File: src/rtl/muldiv_pkg.sv
// Shared types and opcodes for the iterative multiply/divide sequencer.
package muldiv_pkg;

    typedef enum logic [1:0] {IDLE, RUN, DONE} muldiv_state_t;

    localparam logic OP_MUL = 1'b0;
    localparam logic OP_DIV = 1'b1;

endpackage

File: src/rtl/muldiv_seq_addsub.sv
// N-bit adder/subtractor; FlagC is the carry out, i.e. 1 = no borrow when subtracting.
module addsub #(
    parameter int N = 32
) (
    input  logic [N-1:0] A,
    input  logic [N-1:0] B,
    input  logic         Subtract,
    output logic [N-1:0] Result,
    output logic         FlagC,
    output logic         FlagN,
    output logic         FlagV
);

    logic [N-1:0] b_eff;

    assign b_eff = B ^ {N{Subtract}};
    assign {FlagC, Result} = {1'b0, A} + {1'b0, b_eff} + {{N{1'b0}}, Subtract};
    assign FlagN = Result[N-1];
    assign FlagV = (A[N-1] == b_eff[N-1]) && (Result[N-1] != A[N-1]);

endmodule

File: src/rtl/muldiv_seq.sv
// Iterative unsigned shift-add multiply / restoring divide over one shared addsub.
// Optional MULDIV_ABORT_EN adds an Abort input that cancels a running operation.
//
// state | meaning
// IDLE  | waiting for Start
// RUN   | one iteration per edge, Busy = 1
// DONE  | single cycle, Done = 1, results valid
module muldiv_seq
    import muldiv_pkg::*;
#(
    parameter int N = 32
) (
    input  logic         clock,
    input  logic         reset_n,
    input  logic         Start,
    input  logic         Op,
    input  logic [N-1:0] A,
    input  logic [N-1:0] B,
`ifdef MULDIV_ABORT_EN
    input  logic         Abort,
`endif
    output logic         Busy,
    output logic         Done,
    output logic [N-1:0] Hi,
    output logic [N-1:0] Lo,
    output logic         DivByZero
);

    localparam int CNT_W = $clog2(N);

    muldiv_state_t state, state_next;
    logic [CNT_W-1:0] cnt;
    logic             op_reg;
    logic [N-1:0]     b_reg;
    logic             accept, abort, div_zero;

    logic [N-1:0] add_a, add_result, mul_sum, rem_shift;
    logic         add_c, mul_carry, quo_bit;
    logic         unused_flag_n, unused_flag_v;

`ifdef MULDIV_ABORT_EN
    assign abort = Abort && (state == RUN);
`else
    assign abort = 1'b0;
`endif

    assign accept   = Start && (state != RUN);
    assign div_zero = (op_reg == OP_DIV) && (b_reg == '0);

    // Divide computes R' - D; multiply adds the multiplicand into Hi.
    assign rem_shift = {Hi[N-2:0], Lo[N-1]};
    assign add_a     = (op_reg == OP_MUL) ? Hi : rem_shift;

    addsub #(.N(N)) u_addsub (
        .A        (add_a),
        .B        (b_reg),
        .Subtract (op_reg),
        .Result   (add_result),
        .FlagC    (add_c),
        .FlagN    (unused_flag_n),
        .FlagV    (unused_flag_v)
    );

    assign mul_sum   = Lo[0] ? add_result : Hi;
    assign mul_carry = Lo[0] & add_c;
    assign quo_bit   = Hi[N-1] | add_c;

    always_ff @(posedge clock or negedge reset_n) begin
        if (!reset_n) begin
            state <= IDLE;
        end else begin
            state <= state_next;
        end
    end

    always_comb begin
        state_next = state;
        case (state)
            IDLE: if (Start) state_next = RUN;
            RUN: begin
                if (abort) begin
                    state_next = IDLE;
                end else if (div_zero || cnt == '0) begin
                    state_next = DONE;
                end
            end
            DONE:    state_next = Start ? RUN : IDLE;
            default: state_next = IDLE;
        endcase
    end

    always_ff @(posedge clock or negedge reset_n) begin
        if (!reset_n) begin
            cnt       <= '0;
            op_reg    <= OP_MUL;
            b_reg     <= '0;
            Hi        <= '0;
            Lo        <= '0;
            DivByZero <= 1'b0;
        end else if (accept) begin
            cnt       <= CNT_W'(N - 1);
            op_reg    <= Op;
            b_reg     <= B;
            Hi        <= '0;
            Lo        <= A;
            DivByZero <= 1'b0;
        end else if (state == RUN && !abort) begin
            cnt <= cnt - CNT_W'(1);
            if (div_zero) begin
                Hi        <= Lo;
                Lo        <= '1;
                DivByZero <= 1'b1;
            end else if (op_reg == OP_MUL) begin
                Hi <= {mul_carry, mul_sum[N-1:1]};
                Lo <= {mul_sum[0], Lo[N-1:1]};
            end else begin
                Hi <= quo_bit ? add_result : rem_shift;
                Lo <= {Lo[N-2:0], quo_bit};
            end
        end
    end

    assign Busy = (state == RUN);
    assign Done = (state == DONE);

endmodule

File: config.mk
export PLATFORM = sky130hd
export DESIGN_NAME = muldiv_seq
export DESIGN_NICKNAME = d
export VERILOG_FILES = /design/src/rtl/muldiv_pkg.sv /design/src/rtl/muldiv_seq_addsub.sv /design/src/rtl/muldiv_seq.sv
export SDC_FILE = /design/constraint.sdc
export NUM_CORES = 1
export LEC_CHECK = 0
export ABC_AREA = 0
export BUFFER_PORTS_ARGS = -buffer_cell sky130_fd_sc_hd__buf_2
export CORE_MARGIN = 5
export CORE_UTILIZATION = 40
export CTS_CLUSTER_SIZE = 25
export DETAILED_ROUTE_END_ITERATION = 8
export PLACE_DENSITY = 0.7
export SLEW_MARGIN = 20
export SYNTH_ARGS = -nofsm -noshare
export SYNTH_HDL_FRONTEND = slang
export SYNTH_SLANG_ARGS = --single-unit
File: constraint.sdc
create_clock -name clock -period 9.36 [get_ports clock]
set_input_delay 0 -clock clock [delete_from_list [all_inputs] [get_ports clock]]
set_output_delay 0 -clock clock [all_outputs]
set_load 0.02 [all_outputs]
After elaboration in Yosys (flattened, before gate mapping)
Index checks and enable logic that the tools add are counted.

word-level totals
  register bits after elaboration = 105
  bits of input ports = 68
  output and inout bits = 67
  logic and storage cells = 48

cells by class
  $add $sub $neg = 3
  eq/ne operators = 5
  muxes and demuxes = 20
  bitwise operators = 3
  reductions and logical operators = 10

operator list
  kind                   number
  $mux W32               11
  $add A32 B32 Y33       1
  $add A33 B1 Y33        1
  $logic_not A32 Y1      1
  $xor A32 B32 Y32       1
  $mux W5                2
  $pmux W2 S3            1
  $logic_not A5 Y1       1
  $sub A5 B1 Y5 const B  1
  $mux W1                4
  $mux W2                2
  $ne A2 B1 Y1 const B   2
  $reduce_and A2 Y1      2
  $reduce_bool A2 Y1     2
  $eq A2 B1 Y1 const B   1
  $eq A2 B2 Y1 const B   1
  $logic_and A1 B1 Y1    2
  $logic_not A2 Y1       1
  $ne A2 B2 Y1 const B   1
  $and A1 B1 Y1          1
  $logic_or A1 B1 Y1     1
  $or A1 B1 Y1           1

Depth between registers and ports, before layout
  word-level depth = 9
  depth in mapped cells = 17
  mapped depth without buffers = 12

Modules after synthesis
From an unflattened synthesis, not the netlist that was laid out.

unflattened totals
  cell total of the unflattened synthesis = 876
  area total of the unflattened synthesis = 8415.6 um^2

by module, submodules not included
  module      instances  cells an instance  area an instance (um^2)  seq. area each (um^2)
  muldiv_seq  1          560                6175.9                   2627.5
  addsub      1          316                2239.6                   0.0

Worst setup path after synthesis
No wires, ideal clock.

  path type = register to register
  start = register op_reg
  end = register Hi[16]
  setup time = 0.134 ns
  arrival = 3.960 ns
  data required time = 9.226 ns
  slack = 5.266 ns
  cell stages (with the launch flop) = 15
  path buffers = 3
  period minus slack after synthesis = 4.094 ns
  path through = dfrtp_1 buf_2 clkbuf_1 buf_1 mux2_2 fa_1 a21o_1 a221oi_2 o21ai_2 a21oi_2 a21oi_2 a311o_2 mux2_4 a222oi_1 o21ai_1

on the way
  longest elaborated chain between the ends = 9
  elaborated cells between the ends (all ways) = 12
  those cells by class = 2 x add/sub; 7 x mux; 2 x bitwise; 1 x reduce/logical

RTL lines
  item                                          RTL line                                   source
  start, declared                               muldiv_seq.sv:33                           logic op_reg;
  start signal, assigned                        muldiv_seq.sv:102                          op_reg <= Op;
  $mux W32 or $xor A32 B32 Y32 (tied branches)  muldiv_seq.sv:52, muldiv_seq_addsub.sv:16
  $add A32 B32 Y33                              muldiv_seq_addsub.sv:17                    assign {FlagC, Result} = {1'b0, A} + {1'b0, b_eff} + {{N{1'b0}}, Subtract};
  $add A33 B1 Y33                               muldiv_seq_addsub.sv:17
  $or A1 B1 Y1                                  muldiv_seq.sv:66                           assign quo_bit = Hi[N-1] | add_c;
  $mux W32                                      muldiv_seq.sv:117                          Hi <= quo_bit ? add_result : rem_shift;
  $mux W32                                      muldiv_seq.sv:113                          end else if (op_reg == OP_MUL) begin
  $mux W32 (*)                                  muldiv_seq.sv:109                          if (div_zero) begin
  $mux W32 (*)                                  muldiv_seq.sv:107                          end else if (state == RUN && !abort) begin
  $mux W32 (*)                                  muldiv_seq.sv:100                          end else if (accept) begin
  end signal, assigned                          muldiv_seq.sv:110                          Hi <= Lo;
  end signal, assigned                          muldiv_seq.sv:114                          Hi <= {mul_carry, mul_sum[N-1:1]};
  end signal, assigned                          muldiv_seq.sv:117
  end, declared                                 muldiv_seq.sv:24                           output logic [N-1:0] Hi,

Every way passes the cells marked *; elsewhere a longest branch is shown, timed or not. The select of a mux whose other input is x is not followed.
A chain may end at the register's enable or synchronous reset.

Final worst setup path
Same ends and word-level chain as after synthesis.

==> metrics.txt <==
result of the run finished, final reports clean; core outline area 0.02010 mm^2; share of the yosys chip area belonging to registers 32.29%; capture point of the worst reg-to-reg path Hi[16]; Period Utilization, post-route 57.51%; Die Footprint 0.02329 mm^2; TritonCTS sink count 105; average footprint of a synthesized cell 9.428 um^2; number of flip-flops and latches in the synthesized netlist 105; Post-Synthesis Net Count 965; boundary pin count 135; fin crit period 5.383 ns; flop-to-flop setup slack 3.98 ns; largest area contributor in the synthesized netlist dfrtp_1; ANT cells 0; later-pin clock latency in the skew report 0.37 ns; placer congestion estimate 0.9400; half-perimeter wire length after detailed placement 18150 um; Maximum Capacitance Violations 0; H-tree level count 3; Worst R2R Start op_reg; placement row count 52; total clock buffers created by CTS 9; WL per Instance 19.77 um; maximum clock path buffer count 2; DRC violations left 0; CTS tree built; most used flip-flop cell after synthesis dfrtp_1; Nets 1128; final slew viol count 0; wire length of the first global-routing pass 41650 um; fraction of post-synthesis cell area in the top cell type by area 32.29%; Final Setup Violations 0; die width 152.6 um; Startpoint Class register; residual overflow from global routing 0; Hold Path Class in -> reg; DR vias/cell 5.869; vertical die dimension 152.6 um; data required time at the worst endpoint 9.61 ns; pin count of the biggest net entering global routing 74; worst-margin pin slew 0.9911 ns; setup repair bufs after CTS 0; Syn Std Cell Area 0.008137 mm^2; Initial DRC Count 861; number of endpoints with negative hold slack in the final report 0; ANT nets after route 0; Via Count 7635; unrepaired setup endpoints after global routing false; sum of routed wire length over all layers 25720 um; layout overhead on the synthesized area 22.24%; antenna violations before repair 0; number of synthesized flops with an enable pin 0; relative max-transition margin 33.92%; category of the critical setup timing path reg -> reg; effective utilization at floorplan 40.47%; launching element of the worst setup path op_reg; post-cts resize count 0; count of mapped cells out of synthesis 863; timing endpoint of the critical path Hi[16]; maximum clock frequency 185.8 MHz; setup_tns 0 ns; Cell variety after synth 62; Max FO, Critical Path 73; Critical Path AT 5.63 ns; root buffer cell clkbuf_16; most area-consuming cells after synthesis dfrtp_1 32%, mux2_2 9.8%, mux2i_1 6.8%, ha_1 5.1%, xor2_1 4.2%; depth of the worst register-to-register path 12; leading cell type in the layout, fill and taps excluded buf_2; vias in the first global route 7370; most used cells in the layout excluding fill and tap cells 132 x buf_2, 104 x dfrtp_1, 71 x mux2_2, 66 x dlygate4sd3_1, 55 x mux2i_1; Port Buffer Count 134; share of final-layout standard cells stronger than drive strength 1 23.57%; global routing usage summed across all routing layers 21.67%; clk_skew 0.01653 ns; async set or reset register ratio after synthesis 100.0%; endpoint kind of the worst setup timing path register; total iterations of the first detailed-routing run 6; Clock Pin Slew Worst Setup and Hold Paths 0.08 ns; number of synthesis warnings 0
## cell usage after synthesis, types with 3 or more instances
cell,number
buf_2,6
xnor2_1,20
xor2_1,39
a31oi_1,40
a222oi_1,5
mux2_2,71
a21oi_1,50
nor2b_1,39
nand4_1,6
a211oi_1,45
and2_1,6
a22oi_1,12
a21o_1,20
o21ai_1,3
o211ai_1,8
ha_1,33
clkbuf_1,43
nand2b_1,6
a21boi_0,4
and3_1,7
a22o_1,3
nor4_1,6
o31ai_1,4
nand2_1,43
a221oi_1,3
nor3_1,9
o21ai_0,42
nand3_1,10
buf_1,7
o21bai_1,6
o21a_1,9
dfrtp_1,105
inv_1,11
mux2i_1,55
a221o_1,14
nor2_1,34
o22ai_1,3
o221ai_1,3
## cell families after synthesis
logic type	after synthesis	synth area share, %
compound gates	294	24.96
simple gates	174	10.89
mux	127	16.78
flops	105	32.29
buf+inv	70	3.414
xor+xnor	59	6.351
fa+ha+maj	34	5.321
## per-layer routing
layer / routed length [um] / global-route usage [%]
met5: 0 / 0
met4: 627 / 6.661
met3: 1590 / 3.721
met2: 11530 / 33.05
met1: 11980 / 31.47
## worst min path at each step
stage | start | endpoint | slack [ns] | cells past startpoint
finish | Start | state[0] | 0.18 | 3
global route | Start | state[0] | 0.22 | 3
CTS | reset_n | Lo[4] | 0.23 | 2
detailed placement | reset_n | Lo[4] | 0.07 | 1
global placement | reset_n | Lo[4] | 0.06 | 1
floorplan | reset_n | DivByZero | -0.30 | 0
## per-stage QoR
step	hold slack [ns]	area (um^2)	setup slack (ns)	utilization [%]	instances
final	0.1811	9946	3.977	49.47	1301
after global routing	0.2215	9946	3.664	49.47	1301
after CTS	0.2264	9943	4.000	49.46	1301
after detailed placement	0.07182	8995	4.006	44.74	1219
after global placement	0.05916	8995	4.133	44.74	1219
after floorplan	-0.2956	8137	5.266	-	863
## critical path: stages (launching register included)
cell	delay (ns)
dfrtp_4	1.08
buf_4	0.74
mux2_2	0.41
ha_1	0.41
and3_1	0.28
nand2_1	0.12
nor3_1	0.31
a21oi_2	0.10
a21oi_2	0.29
a311o_2	0.70
mux2_4	0.35
a222oi_1	0.28
o21ai_1	0.10
## repair_timing
item                                    4_1_cts  5_1_grt
hold endpoints to repair                    110        0
hold buffers                                 66        0
endpoints found under the setup margin        0        0
## layout make-up
cell class	count	area (um^2)
Fill cell	1926	10160
Tap cell	270	337.8
Clock inverter	6	58.81
Sequential cell	105	2631
Clock buffer	10	229.0
Multi-Input combinational cell	688	5236
Timing Repair Buffer	209	1404
Inverter	13	48.80
Power is left out: the tool's default activity adds up to more than one toggle a clock period on the data nets, which glitch-free logic cannot reach.
